### src/rtl/uart_pkg.sv
// Shared types and constants for the UART byte transmitter.
package uart_pkg;

  typedef enum logic [2:0] {
    IDLE   = 3'd0,
    START  = 3'd1,
    DATA   = 3'd2,
    PARITY = 3'd3,
    STOP   = 3'd4
  } uart_state_e;

  localparam logic UART_IDLE_LEVEL = 1'b1;
  localparam int   UART_DATA_BITS  = 8;
  localparam int   UART_BAUD_W     = 16;

  function automatic logic even_parity(input logic [UART_DATA_BITS-1:0] data);
    return ^data;
  endfunction

endpackage

### src/rtl/uart_byte_tx_if.sv
// Push-side interface of the UART byte transmitter: byte strobe in, status back.
interface uart_byte_tx_if;
  import uart_pkg::*;

  logic                      txen;
  logic [UART_DATA_BITS-1:0] txpcdata;
  logic                      busy;
  logic                      fifo_full;
  logic                      overflow;

  modport master (
    output txen,
    output txpcdata,
    input  busy,
    input  fifo_full,
    input  overflow
  );

  modport slave (
    input  txen,
    input  txpcdata,
    output busy,
    output fifo_full,
    output overflow
  );

endinterface

### src/rtl/uart_byte_tx_fifo.sv
// Small synchronous byte FIFO: registered count and flags, pushes to a full
// FIFO are dropped and latch a sticky overflow flag.
module sync_byte_fifo
  import uart_pkg::*;
#(
  parameter int DEPTH = 4
) (
  input  logic                      clk,
  input  logic                      rst,
  input  logic                      push_i,
  input  logic [UART_DATA_BITS-1:0] wdata_i,
  input  logic                      pop_i,
  output logic [UART_DATA_BITS-1:0] rdata_o,
  output logic                      full_o,
  output logic                      empty_o,
  output logic                      nxt_empty_o,
  output logic                      overflow_o
);

  localparam int PTR_W = $clog2(DEPTH);
  localparam int CNT_W = $clog2(DEPTH + 1);
  localparam logic [PTR_W-1:0] PTR_ONE   = PTR_W'(1);
  localparam logic [CNT_W-1:0] CNT_ONE   = CNT_W'(1);
  localparam logic [CNT_W-1:0] CNT_DEPTH = CNT_W'(DEPTH);
  localparam logic [CNT_W-1:0] CNT_ZERO  = CNT_W'(0);

  logic [UART_DATA_BITS-1:0] mem_q [DEPTH];
  logic [PTR_W-1:0]          wr_ptr_q, wr_ptr_d;
  logic [PTR_W-1:0]          rd_ptr_q, rd_ptr_d;
  logic [CNT_W-1:0]          count_q, count_d;
  logic                      full_q, full_d;
  logic                      empty_q, empty_d;
  logic                      ovf_q, ovf_d;
  logic                      push_ok;
  logic                      pop_ok;

  // Fullness is judged on the pre-edge flags, so a same-edge pop never rescues a push.
  always_comb begin
    push_ok  = push_i & ~full_q;
    pop_ok   = pop_i & ~empty_q;
    wr_ptr_d = wr_ptr_q;
    rd_ptr_d = rd_ptr_q;
    count_d  = count_q;
    ovf_d    = ovf_q | (push_i & full_q);

    if (push_ok) begin
      wr_ptr_d = wr_ptr_q + PTR_ONE;
    end else begin
      wr_ptr_d = wr_ptr_q;
    end

    if (pop_ok) begin
      rd_ptr_d = rd_ptr_q + PTR_ONE;
    end else begin
      rd_ptr_d = rd_ptr_q;
    end

    case ({push_ok, pop_ok})
      2'b10:   count_d = count_q + CNT_ONE;
      2'b01:   count_d = count_q - CNT_ONE;
      default: count_d = count_q;
    endcase

    full_d  = (count_d == CNT_DEPTH);
    empty_d = (count_d == CNT_ZERO);
  end

  always_ff @(posedge clk) begin
    if (rst) begin
      wr_ptr_q <= '0;
      rd_ptr_q <= '0;
      count_q  <= '0;
      full_q   <= 1'b0;
      empty_q  <= 1'b1;
      ovf_q    <= 1'b0;
    end else begin
      wr_ptr_q <= wr_ptr_d;
      rd_ptr_q <= rd_ptr_d;
      count_q  <= count_d;
      full_q   <= full_d;
      empty_q  <= empty_d;
      ovf_q    <= ovf_d;
    end
  end

  // Storage carries no reset; pointers and count define which entries are live.
  always_ff @(posedge clk) begin
    if (push_ok) begin
      mem_q[wr_ptr_q] <= wdata_i;
    end
  end

  assign rdata_o     = mem_q[rd_ptr_q];
  assign full_o      = full_q;
  assign empty_o     = empty_q;
  assign nxt_empty_o = empty_d;
  assign overflow_o  = ovf_q;

endmodule

### src/rtl/uart_byte_tx.sv
// Buffered UART 8N1 byte transmitter, LSB first. Defining UART_TX_PARITY_EN
// inserts an even-parity bit between the data bits and the stop bit.
module uart_byte_tx
  import uart_pkg::*;
#(
  parameter int CLKS_PER_BIT = 434,
  parameter int FIFO_DEPTH   = 4
) (
  input  logic           clk,
  input  logic           rst,
  uart_byte_tx_if.slave  bus,
  output logic           tx
);

  localparam logic [UART_BAUD_W-1:0] BAUD_LAST = UART_BAUD_W'(CLKS_PER_BIT - 1);
  localparam logic [UART_BAUD_W-1:0] BAUD_ONE  = UART_BAUD_W'(1);
  localparam logic [2:0]             BIT_LAST  = 3'(UART_DATA_BITS - 1);

  uart_state_e               state_q, state_d;
  logic [UART_BAUD_W-1:0]    baud_q, baud_d;
  logic [2:0]                bit_idx_q, bit_idx_d;
  logic [UART_DATA_BITS-1:0] shift_q, shift_d;
  logic                      tx_q, tx_d;
  logic                      busy_q, busy_d;
`ifdef UART_TX_PARITY_EN
  logic                      parity_q, parity_d;
`endif

  logic                      fifo_pop;
  logic [UART_DATA_BITS-1:0] fifo_rdata;
  logic                      fifo_empty;
  logic                      fifo_nxt_empty;
  logic                      fifo_full;
  logic                      fifo_ovf;
  logic                      bit_end;

  sync_byte_fifo #(
    .DEPTH (FIFO_DEPTH)
  ) u_fifo (
    .clk         (clk),
    .rst         (rst),
    .push_i      (bus.txen),
    .wdata_i     (bus.txpcdata),
    .pop_i       (fifo_pop),
    .rdata_o     (fifo_rdata),
    .full_o      (fifo_full),
    .empty_o     (fifo_empty),
    .nxt_empty_o (fifo_nxt_empty),
    .overflow_o  (fifo_ovf)
  );

  assign bit_end = (baud_q == BAUD_LAST);

  // tx_d follows the current state, so the line register lags the FSM by one cycle.
  always_comb begin
    state_d   = state_q;
    baud_d    = baud_q;
    bit_idx_d = bit_idx_q;
    shift_d   = shift_q;
    fifo_pop  = 1'b0;
    tx_d      = UART_IDLE_LEVEL;
`ifdef UART_TX_PARITY_EN
    parity_d  = parity_q;
`endif

    case (state_q)
      IDLE: begin
        tx_d = UART_IDLE_LEVEL;
        if (!fifo_empty) begin
          fifo_pop = 1'b1;
          shift_d  = fifo_rdata;
`ifdef UART_TX_PARITY_EN
          parity_d = even_parity(fifo_rdata);
`endif
          baud_d   = '0;
          state_d  = START;
        end else begin
          state_d  = IDLE;
        end
      end

      START: begin
        tx_d = 1'b0;
        if (bit_end) begin
          baud_d    = '0;
          bit_idx_d = 3'd0;
          state_d   = DATA;
        end else begin
          baud_d    = baud_q + BAUD_ONE;
        end
      end

      DATA: begin
        tx_d = shift_q[0];
        if (bit_end) begin
          baud_d  = '0;
          shift_d = {1'b0, shift_q[UART_DATA_BITS-1:1]};
          if (bit_idx_q == BIT_LAST) begin
`ifdef UART_TX_PARITY_EN
            state_d = PARITY;
`else
            state_d = STOP;
`endif
          end else begin
            bit_idx_d = bit_idx_q + 3'd1;
          end
        end else begin
          baud_d = baud_q + BAUD_ONE;
        end
      end

`ifdef UART_TX_PARITY_EN
      PARITY: begin
        tx_d = parity_q;
        if (bit_end) begin
          baud_d  = '0;
          state_d = STOP;
        end else begin
          baud_d  = baud_q + BAUD_ONE;
        end
      end
`endif

      STOP: begin
        tx_d = UART_IDLE_LEVEL;
        if (bit_end) begin
          baud_d = '0;
          // A queued byte starts its frame straight after this stop bit.
          if (!fifo_empty) begin
            fifo_pop = 1'b1;
            shift_d  = fifo_rdata;
`ifdef UART_TX_PARITY_EN
            parity_d = even_parity(fifo_rdata);
`endif
            state_d  = START;
          end else begin
            state_d  = IDLE;
          end
        end else begin
          baud_d = baud_q + BAUD_ONE;
        end
      end

      default: begin
        tx_d    = UART_IDLE_LEVEL;
        baud_d  = '0;
        state_d = IDLE;
      end
    endcase

    busy_d = (state_d != IDLE) | ~fifo_nxt_empty;
  end

  always_ff @(posedge clk) begin
    if (rst) begin
      state_q   <= IDLE;
      baud_q    <= '0;
      bit_idx_q <= '0;
      shift_q   <= '0;
      tx_q      <= UART_IDLE_LEVEL;
      busy_q    <= 1'b0;
`ifdef UART_TX_PARITY_EN
      parity_q  <= 1'b0;
`endif
    end else begin
      state_q   <= state_d;
      baud_q    <= baud_d;
      bit_idx_q <= bit_idx_d;
      shift_q   <= shift_d;
      tx_q      <= tx_d;
      busy_q    <= busy_d;
`ifdef UART_TX_PARITY_EN
      parity_q  <= parity_d;
`endif
    end
  end

  assign tx            = tx_q;
  assign bus.busy      = busy_q;
  assign bus.fifo_full = fifo_full;
  assign bus.overflow  = fifo_ovf;

endmodule

### src/flat_wrapper.sv
// flat-port wrapper written by rule: the top's interface ports become plain ports
module uart_byte_tx_flat import uart_pkg::*;
#(
  parameter int CLKS_PER_BIT = 434,
  parameter int FIFO_DEPTH   = 4
)
  (clk, rst, tx, bus_txen, bus_txpcdata, bus_busy, bus_fifo_full, bus_overflow);
  uart_byte_tx_if bus_i ();
  input  logic clk;
  input  logic rst;
  output logic tx;
  input wire logic [$bits(bus_i.txen)-1:0] bus_txen;
  input wire logic [$bits(bus_i.txpcdata)-1:0] bus_txpcdata;
  output wire logic [$bits(bus_i.busy)-1:0] bus_busy;
  output wire logic [$bits(bus_i.fifo_full)-1:0] bus_fifo_full;
  output wire logic [$bits(bus_i.overflow)-1:0] bus_overflow;
  assign bus_i.txen = bus_txen;
  assign bus_i.txpcdata = bus_txpcdata;
  assign bus_busy = bus_i.busy;
  assign bus_fifo_full = bus_i.fifo_full;
  assign bus_overflow = bus_i.overflow;
  uart_byte_tx #(.CLKS_PER_BIT(CLKS_PER_BIT), .FIFO_DEPTH(FIFO_DEPTH)) u_core (.clk(clk), .rst(rst), .bus(bus_i), .tx(tx));
endmodule
### config.mk
export PLATFORM = sky130hd
export DESIGN_NAME = uart_byte_tx_flat
export DESIGN_NICKNAME = d
export VERILOG_FILES = /design/src/rtl/uart_pkg.sv /design/src/rtl/uart_byte_tx_if.sv /design/src/rtl/uart_byte_tx_fifo.sv /design/src/rtl/uart_byte_tx.sv /design/src/flat_wrapper.sv
export SDC_FILE = /design/constraint.sdc
export NUM_CORES = 1
export LEC_CHECK = 0
export CAP_MARGIN = 20
export CORE_ASPECT_RATIO = 1.2
export CORE_UTILIZATION = 25
export CTS_CLUSTER_SIZE = 12
export DETAILED_ROUTE_END_ITERATION = 10
export HOLD_SLACK_MARGIN = 0.05
export MAX_ROUTING_LAYER = met4
export PLACE_DENSITY = 0.42
export SLEW_MARGIN = 25
export SYNTH_ARGS = -nofsm -noshare
export SYNTH_HDL_FRONTEND = slang
export SYNTH_SLANG_ARGS = --single-unit
### constraint.sdc
create_clock -name clk -period 3.65 [get_ports clk]
set_input_delay 0.365 -clock clk [delete_from_list [all_inputs] [get_ports clk]]
set_output_delay 0.365 -clock clk [all_outputs]
set_load 0.01 [all_outputs]
==> metrics.sh, run 1 <==
FINALNETCOUNT=324
MAX_CLOCK_FREQ_MHz=307
SYNTH_AREA_MM2=0.00337
CLK_TRANSITION_REPORTED_PATHS_NS=0.07
GLOBAL_ROUTE.USAGE.TOTAL_PCT=10.8
FINALWORSTPATHREQUIREDPERIOD_NS=3.25
GRT_START_MAX_NET_PINS=20
CRIT_TOP_CELL='nand2_1'
POSTCTSSETUPBUFFERS=0
VDD_IR_DROP_MAX_V=0.000336
INITIALDRTVIOLATIONCOUNT=60
POST_CTS_HOLD_BUFFER_COUNT=0
DIE_H_UM=129
LEAKAGE_POWER_TOTAL_nW=1.39
CTS_SINKS=76
CP_TOP_FAMILY='simple AND/OR/NAND/NOR gates'
DRT_WL_TOTAL_MM=6.43
ROOT_BUFFER='clkbuf_16'
VIA_COUNT=2138
FINAL.SETUP.TNS_NS=0
CP_DATA_ARRIVAL_TIME_NS=3.46
NETLIST_INSTANCES=289
TRITONCTS='yes'
PERIOD_SHARE_PCT=89.1
STATUS='finished, final reports clean'
ANTENNA_FOUND_INITIAL=0
WORST-ENDPOINT-REQUIRED_NS=3.86
VIAS_PER_CELL=4.49
DRIVE_GT1_SHARE_PCT=11.7
YS_TYPES=52
SYNTHESIS.AREA_PER_INSTANCE_UM2=11.7
SYNTH_SEQ_CELLS=76
CLOCK_INSERTION_DELAY_WORST_SKEW_NS=0.34
CTS_MAX_LEVEL=3
GRT_OVERFLOW=0
WORST_HOLD_PATH_CELLS=2
GRT_PASS1_VIAS=2224
BUFFER_PORTS.INSERTED=14
FINALHOLDVIOLATIONS=0
TOTAL_DIE_AREA_MM2=0.0139
CAP_VIOLATIONS=0
POST_DRT_WL_PER_CELL_UM=13.5
FF2FF_PATH_DEPTH=11
CRITICAL-PATH-SLOWEST-CELL='or4_4'
WORSTMARGINPINSLEW_NS=0.781
FIRST_PASS_ITERS=4
DETAILED_PLACE_HPWL_MM=4.50
GRT_SETUP_UNREPAIRED='no'
PLACEMENT.CELL_AREA_MM2=0.00366
CTS_MADE_BUFFERS=9
HP-CLASS='register to register'
INITIAL_UTILIZATION_PCT=25.6
WORSTSETUPENDPOINTTYPE='register'
GLOBALPLACE.CONGESTION=0.710
DIE_W_UM=108
P_PER_AREA_mW_PER_MM2=647
GRT_FIRST_PASS_WIRELENGTH_MM=11.0
CRITPATHLAUNCHTYPE='register'
ROWS=46
CP_CELL_SEQUENCE='or4_4, nor4_2, o21ai_0, inv_2, ha_1, fa_1, nor2_1, nand2_1, nand2_1, a21oi_1, or4_1'
DESIGN.PORTCOUNT=15
POSTSYNTHNETCOUNT=310
SLEW_HEADROOM_PCT=47.7
SYNTH_WARNINGS=0
DRTANTENNAVIOLNETS=0
CTS_BUFFER_DEPTH=2
DRC=0
GATES_RESIZED_CTS_REPAIR=0
CORE_REGION_AREA_MM2=0.0132
CRITICALPATHCATEGORY='register to register'
SEQ_AREA_FRAC_SYNTH_PCT=54.7
REPORT.FINAL.SLEW_VIOL_COUNT=0
PATH_BUF_INV=1
CRITICAL_PATH_PEAK_FANOUT=10
AREA_GROWTH_FROM_SYNTHESIS_TO_FINAL_LAYOUT_PCT=17.8
CLOCK-SKEW-FINAL_NS=0.00683
TIMING.CRITICAL_PATH.SLOWEST_CELL_DELAY_NS=0.56
REPORT.FINAL.SETUP_VIOL=0
CP.DEPTH=11
FINISH.INSTANCE_AREA_MM2=0.00397
ANTENNA_CELLS_INSERTED=0
worst register-to-register path, cell delays in order (launching register included):
cell and delay (ns):
dfxtp_1 0.37, or4_4 0.56, nor4_2 0.29, o21ai_0 0.24
inv_2 0.22, ha_1 0.23, fa_1 0.44, nor2_1 0.11
nand2_1 0.06, nand2_1 0.08, a21oi_1 0.07, or4_1 0.46
per-stage QoR:
stage / worst slack (ns) / cells / hold slack (ns) / power, mW / utilization [%]
6_report: 0.396 / 476 / 0.465 / 2.57 / 30.1
5_1_grt: 0.128 / 476 / 0.523 / 2.72 / 30.1
4_1_cts: 0.355 / 476 / 0.475 / 2.61 / 30.1
3_5_place_dp: 0.374 / 460 / 0.461 / 1.67 / 27.8
3_3_place_gp: 0.415 / 460 / 0.449 / 1.67 / 27.8
2_1_floorplan: 0.459 / 289 / 0.447 / 1.52 / -
area by class of cell:
class                   instances  area [um^2]
clock buffers                   9          225
clock inverters                 7         81.3
fillers                      1329         9210
inverters                      10         37.5
multi-input cells             188         1400
flip-flops and latches         76         1840
well taps                     168          210
repair buffers                 18          170
routing by layer:
layer	wire, um	track usage, %	vias to the layer above
li1	-	-	1069
met1	2750	11.6	1030
met2	3380	18.4	29
met3	163	2.52	10
met4	133	5.56	0
met5	0	-	-
cell usage in the layout (no fill, tap or decap), drive strengths merged, types with 2 or more instances in the layout:
| cell type | n |
|---|---|
| o21ai | 5 |
| and2 | 6 |
| clkdlybuf4s50 | 14 |
| nor3b | 2 |
| nand2b | 4 |
| a311oi | 2 |
| nand3 | 5 |
| buf | 4 |
| a21oi | 11 |
| xor2 | 10 |
| a21o | 2 |
| nor3 | 14 |
| nor2 | 33 |
| xnor2 | 7 |
| or3 | 4 |
| ha | 9 |
| nor4 | 3 |
| nor2b | 2 |
| inv | 15 |
| nand4 | 7 |
| nand2 | 16 |
| a211oi | 7 |
| mux2i | 10 |
| clkbuf | 9 |
| and4 | 2 |
| mux4 | 8 |
| or4 | 3 |
| a22oi | 2 |
| a31oi | 2 |
| dfxtp | 44 |
| and3 | 2 |
| edfxtp | 32 |
where the power goes:
part           total, mW  leakage [nW]  internal [mW]  switching, mW
Combinational      0.526         0.589          0.261          0.265
Sequential          1.12         0.652           1.01          0.104
Clock              0.924         0.148          0.542          0.382
Total               2.57          1.39           1.81          0.752
cells by family (layout without fill, tap and decap cells):
family / count (synthesis) / after routing / share of synthesized area [%]
adder cells (fa/ha/maj): 10 / 10 / 3.94
buffers and inverters: 25 / 44 / 3.75
AO/OA/AOI/OAI: 35 / 35 / 7.32
AND/OR/NAND/NOR: 108 / 108 / 17.6
XOR/XNOR: 17 / 17 / 4.42
multiplexers: 18 / 18 / 8.32
flip-flops: 76 / 76 / 54.7
sequential cells by signal, summed over array words and instances (netlist names), 2 cells and up, named ones only:
| signal | cells |
|---|---|
| u_core.u_fifo.count_q | 3 |
| u_core.baud_q | 16 |
| u_core.u_fifo.rd_ptr_q | 2 |
| u_core.shift_q | 8 |
| u_core.u_fifo.mem_q | 32 |
| u_core.bit_idx_q | 3 |
| u_core.u_fifo.wr_ptr_q | 2 |
| u_core.state_q | 3 |
path summary, 6_finish.rpt:
path	from	end	slack (ns)
worst max-delay path	u_core.baud_q[9]	u_core.bus.busy	0.40
worst min-delay path	u_core.u_fifo.overflow_o	u_core.u_fifo.overflow_o	0.46
worst max register to register	u_core.baud_q[9]	u_core.bus.busy	0.40
worst min register to register	u_core.u_fifo.overflow_o	u_core.u_fifo.overflow_o	0.46
synthesized netlist by cell type (all sizes together):
| cell type | n | area share [%] |
|---|---|---|
| nand4b | 1 | 0.26 |
| or4b | 1 | 0.30 |
| nand3 | 5 | 0.74 |
| buf | 6 | 1.3 |
| a2111oi | 1 | 0.82 |
| or3b | 1 | 0.26 |
| fa | 1 | 0.59 |
| a22oi | 2 | 0.45 |
| mux2i | 10 | 3.0 |
| nand2 | 16 | 1.8 |
| or3 | 4 | 0.78 |
| nor3b | 2 | 0.45 |
| nand4bb | 1 | 0.82 |
| and4 | 2 | 0.52 |
| xnor2 | 7 | 1.8 |
| nor4b | 1 | 0.26 |
| inv | 10 | 1.1 |
| and2 | 6 | 1.1 |
| nor4 | 3 | 0.74 |
| and3 | 2 | 0.37 |
| nor2 | 33 | 3.9 |
| a31oi | 2 | 0.37 |
| mux4 | 8 | 5.3 |
| o311a | 1 | 0.30 |
| dfxtp | 44 | 26 |
| clkbuf | 9 | 1.3 |
| a21o | 2 | 0.48 |
| xor2 | 10 | 2.6 |
| ha | 9 | 3.3 |
| edfxtp | 32 | 29 |
| nand2b | 4 | 0.74 |
| nand4 | 7 | 1.3 |
| o21ai | 5 | 0.74 |
| nor3 | 14 | 2.1 |
| o21bai | 1 | 0.22 |
| o211ai | 1 | 0.22 |
| or4 | 3 | 0.78 |
| a311oi | 2 | 0.52 |
| a211oi | 7 | 1.6 |
| a21oi | 11 | 1.6 |
| nor2b | 2 | 0.37 |
No activity file was read; power rests on OpenSTA's default activity.
==> inputs of run 2 (changes only) <==
--- a/config.mk
+++ b/config.mk
@@ -5,14 +5,14 @@
 export SDC_FILE = /design/constraint.sdc
 export NUM_CORES = 1
 export LEC_CHECK = 0
-export CAP_MARGIN = 20
+export CAP_MARGIN = 10
 export CORE_ASPECT_RATIO = 1.2
 export CORE_UTILIZATION = 25
 export CTS_CLUSTER_SIZE = 12
 export DETAILED_ROUTE_END_ITERATION = 10
 export HOLD_SLACK_MARGIN = 0.05
 export MAX_ROUTING_LAYER = met4
-export PLACE_DENSITY = 0.42
+export PLACE_DENSITY_LB_ADDON = 0.08
 export SLEW_MARGIN = 25
 export SYNTH_ARGS = -nofsm -noshare
 export SYNTH_HDL_FRONTEND = slang
==> run 2 against run 1 <==
Effect of this change: critical path depth unchanged; clock skew fell by 0.00071 ns; core utilization shrank 0.11 points; total power fell by 2.9%; clock power is 8.9% lower; die area unchanged; combinational power is 2% higher; routed wire length grew 1.7%; sequential cell count unchanged; largest cell class unchanged; largest power group unchanged.
==> metrics.sh, run 2 (synthesized netlist as in run 1, its figures left out) <==
SLEW_HEADROOM_PCT=44.0  # -3.8 points
GRT_FIRST_PASS_WIRELENGTH_MM=11.0  # about the same
TOTAL_POWER_mW=2.49  # -2.9%
P_PER_AREA_mW_PER_MM2=631  # -2.5%
REGISTER_AREA_MM2=0.00184  # unchanged
CAP_VIOLATIONS=0  # unchanged
PERIOD_SHARE_PCT=88.9  # -0.21 points
POST_DRT_WL_PER_CELL_UM=13.7  # +1.5%
CRITICAL_PATH_PEAK_FANOUT=10  # unchanged
TOTAL_DIE_AREA_MM2=0.0139  # unchanged
CTS_SINKS=76  # unchanged
POSTCTSSETUPBUFFERS=0  # unchanged
GATES_RESIZED_CTS_REPAIR=0  # unchanged
ANTENNA_FOUND_INITIAL=0  # unchanged
FINALWORSTPATHREQUIREDPERIOD_NS=3.25  # -0.00753 ns
GRT_PASS1_VIAS=2111  # -5.1%
CLOCK_INSERTION_DELAY_WORST_SKEW_NS=0.33  # about the same
GRT_OVERFLOW=0  # unchanged
WORST_SETUP_PATH_ENDPOINT='u_core.bus.busy'
MOSTFREQUENTLAYOUTCELL='dfxtp_1'
GRT_SETUP_UNREPAIRED='no'
GLOBALPLACE.CONGESTION=0.704  # -0.92%
MULTI_INPUT_COMB_AREA_MM2=0.00140  # unchanged
DIE_H_UM=129  # unchanged
ROOT_BUFFER='clkbuf_16'
INITIALDRTVIOLATIONCOUNT=37  # -38%
WORST_HOLD_CHECK_SLACK_NS=0.471  # +0.00597 ns
VDD_IR_DROP_MAX_V=0.000193  # -43%
DRTANTENNAVIOLNETS=0  # unchanged
INITIAL_UTILIZATION_PCT=25.6  # unchanged
CORE_REGION_AREA_MM2=0.0132  # unchanged
POST_CTS_HOLD_BUFFER_COUNT=0  # unchanged
SETUP_SLACK_NS=0.404  # +0.00753 ns
DRIVE_GT1_SHARE_PCT=12.0  # +0.29 points
REG2REG_TO='u_core.bus.busy'
TOP_REG_BY_FLOPS='u_core.u_fifo.mem_q'
VIAS_PER_CELL=4.37  # -2.7%
ANTENNA_CELLS_INSERTED=0  # unchanged
FF2FF_PATH_DEPTH=11  # unchanged
VIA_COUNT=2084  # -2.5%
FF2FF_SETUP_SLACK_NS=0.40  # about the same
CRITICAL_PATH.STARTPOINT='u_core.baud_q[9]'
CRITICALPATHCATEGORY='register to register'
REPORT.FINAL.SLEW_VIOL_COUNT=0  # unchanged
CRITPATHLAUNCHTYPE='register'
CRITICAL_PATH.REG2REG.STARTPOINT='u_core.baud_q[9]'
CLOCK-SKEW-FINAL_NS=0.00612  # -0.000712 ns
BIGGESTREGSBYFLOPS='u_core.u_fifo.mem_q (32), u_core.baud_q (16), u_core.shift_q (8)'
DRC=0  # unchanged
FINAL.SETUP.TNS_NS=0  # unchanged
LEAKAGE_POWER_TOTAL_nW=1.37  # -1.2%
DP_WORST_SETUP_SLACK_NS=0.392  # +0.0175 ns
CP_DATA_ARRIVAL_TIME_NS=3.45  # about the same
REPORT.FINAL.SETUP_VIOL=0  # unchanged
FINALHOLDVIOLATIONS=0  # unchanged
DESIGN.PORTCOUNT=15  # unchanged
TRITONCTS='yes'
WORSTMARGINPINSLEW_NS=0.838  # +0.0564 ns
MAX_CLOCK_FREQ_MHz=308  # +0.23%
AREA_GROWTH_FROM_SYNTHESIS_TO_FINAL_LAYOUT_PCT=17.3
FIRST_PASS_ITERS=4  # unchanged
WORST-ENDPOINT-REQUIRED_NS=3.86  # about the same
BUFFER_PORTS.INSERTED=14  # unchanged
NFILLCELLS=1338  # +0.68%
GRT_START_MAX_NET_PINS=21  # +5.0%
DRT_WL_TOTAL_MM=6.54  # +1.7%
WORSTSETUPENDPOINTTYPE='register'
NUMPLACEDINSTANCES=461  # +0.22%
GLOBAL_ROUTE.USAGE.TOTAL_PCT=11.0  # +0.17 points
ROWS=46  # unchanged
DETAILED_PLACE_HPWL_MM=4.55  # +1.3%
LARGEST_REG_FLOPS=32  # unchanged
FINALNETCOUNT=325  # +0.31%
STDCELL_COUNT=477  # +0.21%
MOST-COMMON-LAYOUT-CELLS='dfxtp_1, nor2_1, edfxtp_1'
CTS_BUFFER_DEPTH=2  # unchanged
STATUS='finished, final reports clean'
HP-CLASS='register to register'
CLK_TRANSITION_REPORTED_PATHS_NS=0.06  # about the same
CTS_MADE_BUFFERS=9  # unchanged
DIE_W_UM=108  # unchanged
CTS_MAX_LEVEL=3  # unchanged
[run 2: where the power goes]
part	switching [mW]	leakage, nW	total (mW)	internal (mW)
Clock	0.374	0.126	0.842	0.468
Sequential	0.101	0.652	1.11	1.01
Combinational	0.272	0.593	0.538	0.266
Total	0.746	1.37	2.49	1.75
[run 2: worst min-delay path by stage]
| stage | endpoint | depth (start not counted) | start | slack, ns |
|---|---|---|---|---|
| 2_1_floorplan | u_core.shift_q[7] | 2 | u_core.shift_q[7] | 0.45 |
| 3_3_place_gp | u_core.u_fifo.overflow_o | 2 | u_core.u_fifo.overflow_o | 0.46 |
| 3_5_place_dp | u_core.u_fifo.overflow_o | 2 | u_core.u_fifo.overflow_o | 0.46 |
| 4_1_cts | u_core.shift_q[7] | 2 | u_core.shift_q[7] | 0.48 |
| 5_1_grt | u_core.shift_q[7] | 2 | u_core.shift_q[7] | 0.50 |
| 6_report | u_core.u_fifo.overflow_o | 2 | u_core.u_fifo.overflow_o | 0.47 |
[run 2: metal layers]
layer  share of wire (%)  global-route usage (%)  vias up
li1                    -                       -     1085
met1                  48                    13.0      965
met2                  48                    17.3       23
met3                 2.3                    2.72       11
met4                 1.7                    5.32        0
met5                   0                       -        -
[run 2: critical path: stages, from the launching register on]
cell	delay [ns]
dfxtp_1	0.36
or4_4	0.55
nor4_2	0.31
o21ai_0	0.18
inv_2	0.20
ha_1	0.23
fa_1	0.44
nor2_1	0.11
nand2_1	0.06
nand2_1	0.08
a21oi_1	0.08
or4_1	0.50
[run 2: area by class of cell]
type	count	area share, %
timing repair buffer	19	4.50
sequential	76	46.6
clock buffer	9	5.70
inverter	10	0.950
tap	168	5.32
multi-input combinational	188	35.4
clock inverter	7	1.49
[run 2: through the flow]
step / area, um^2 / util [%]
finish: 3950 / 30.0
global route: 3950 / 30.0
CTS: 3950 / 30.0
detailed placement: 3670 / 27.8
global placement: 3670 / 27.8
floorplan: 3370 / -
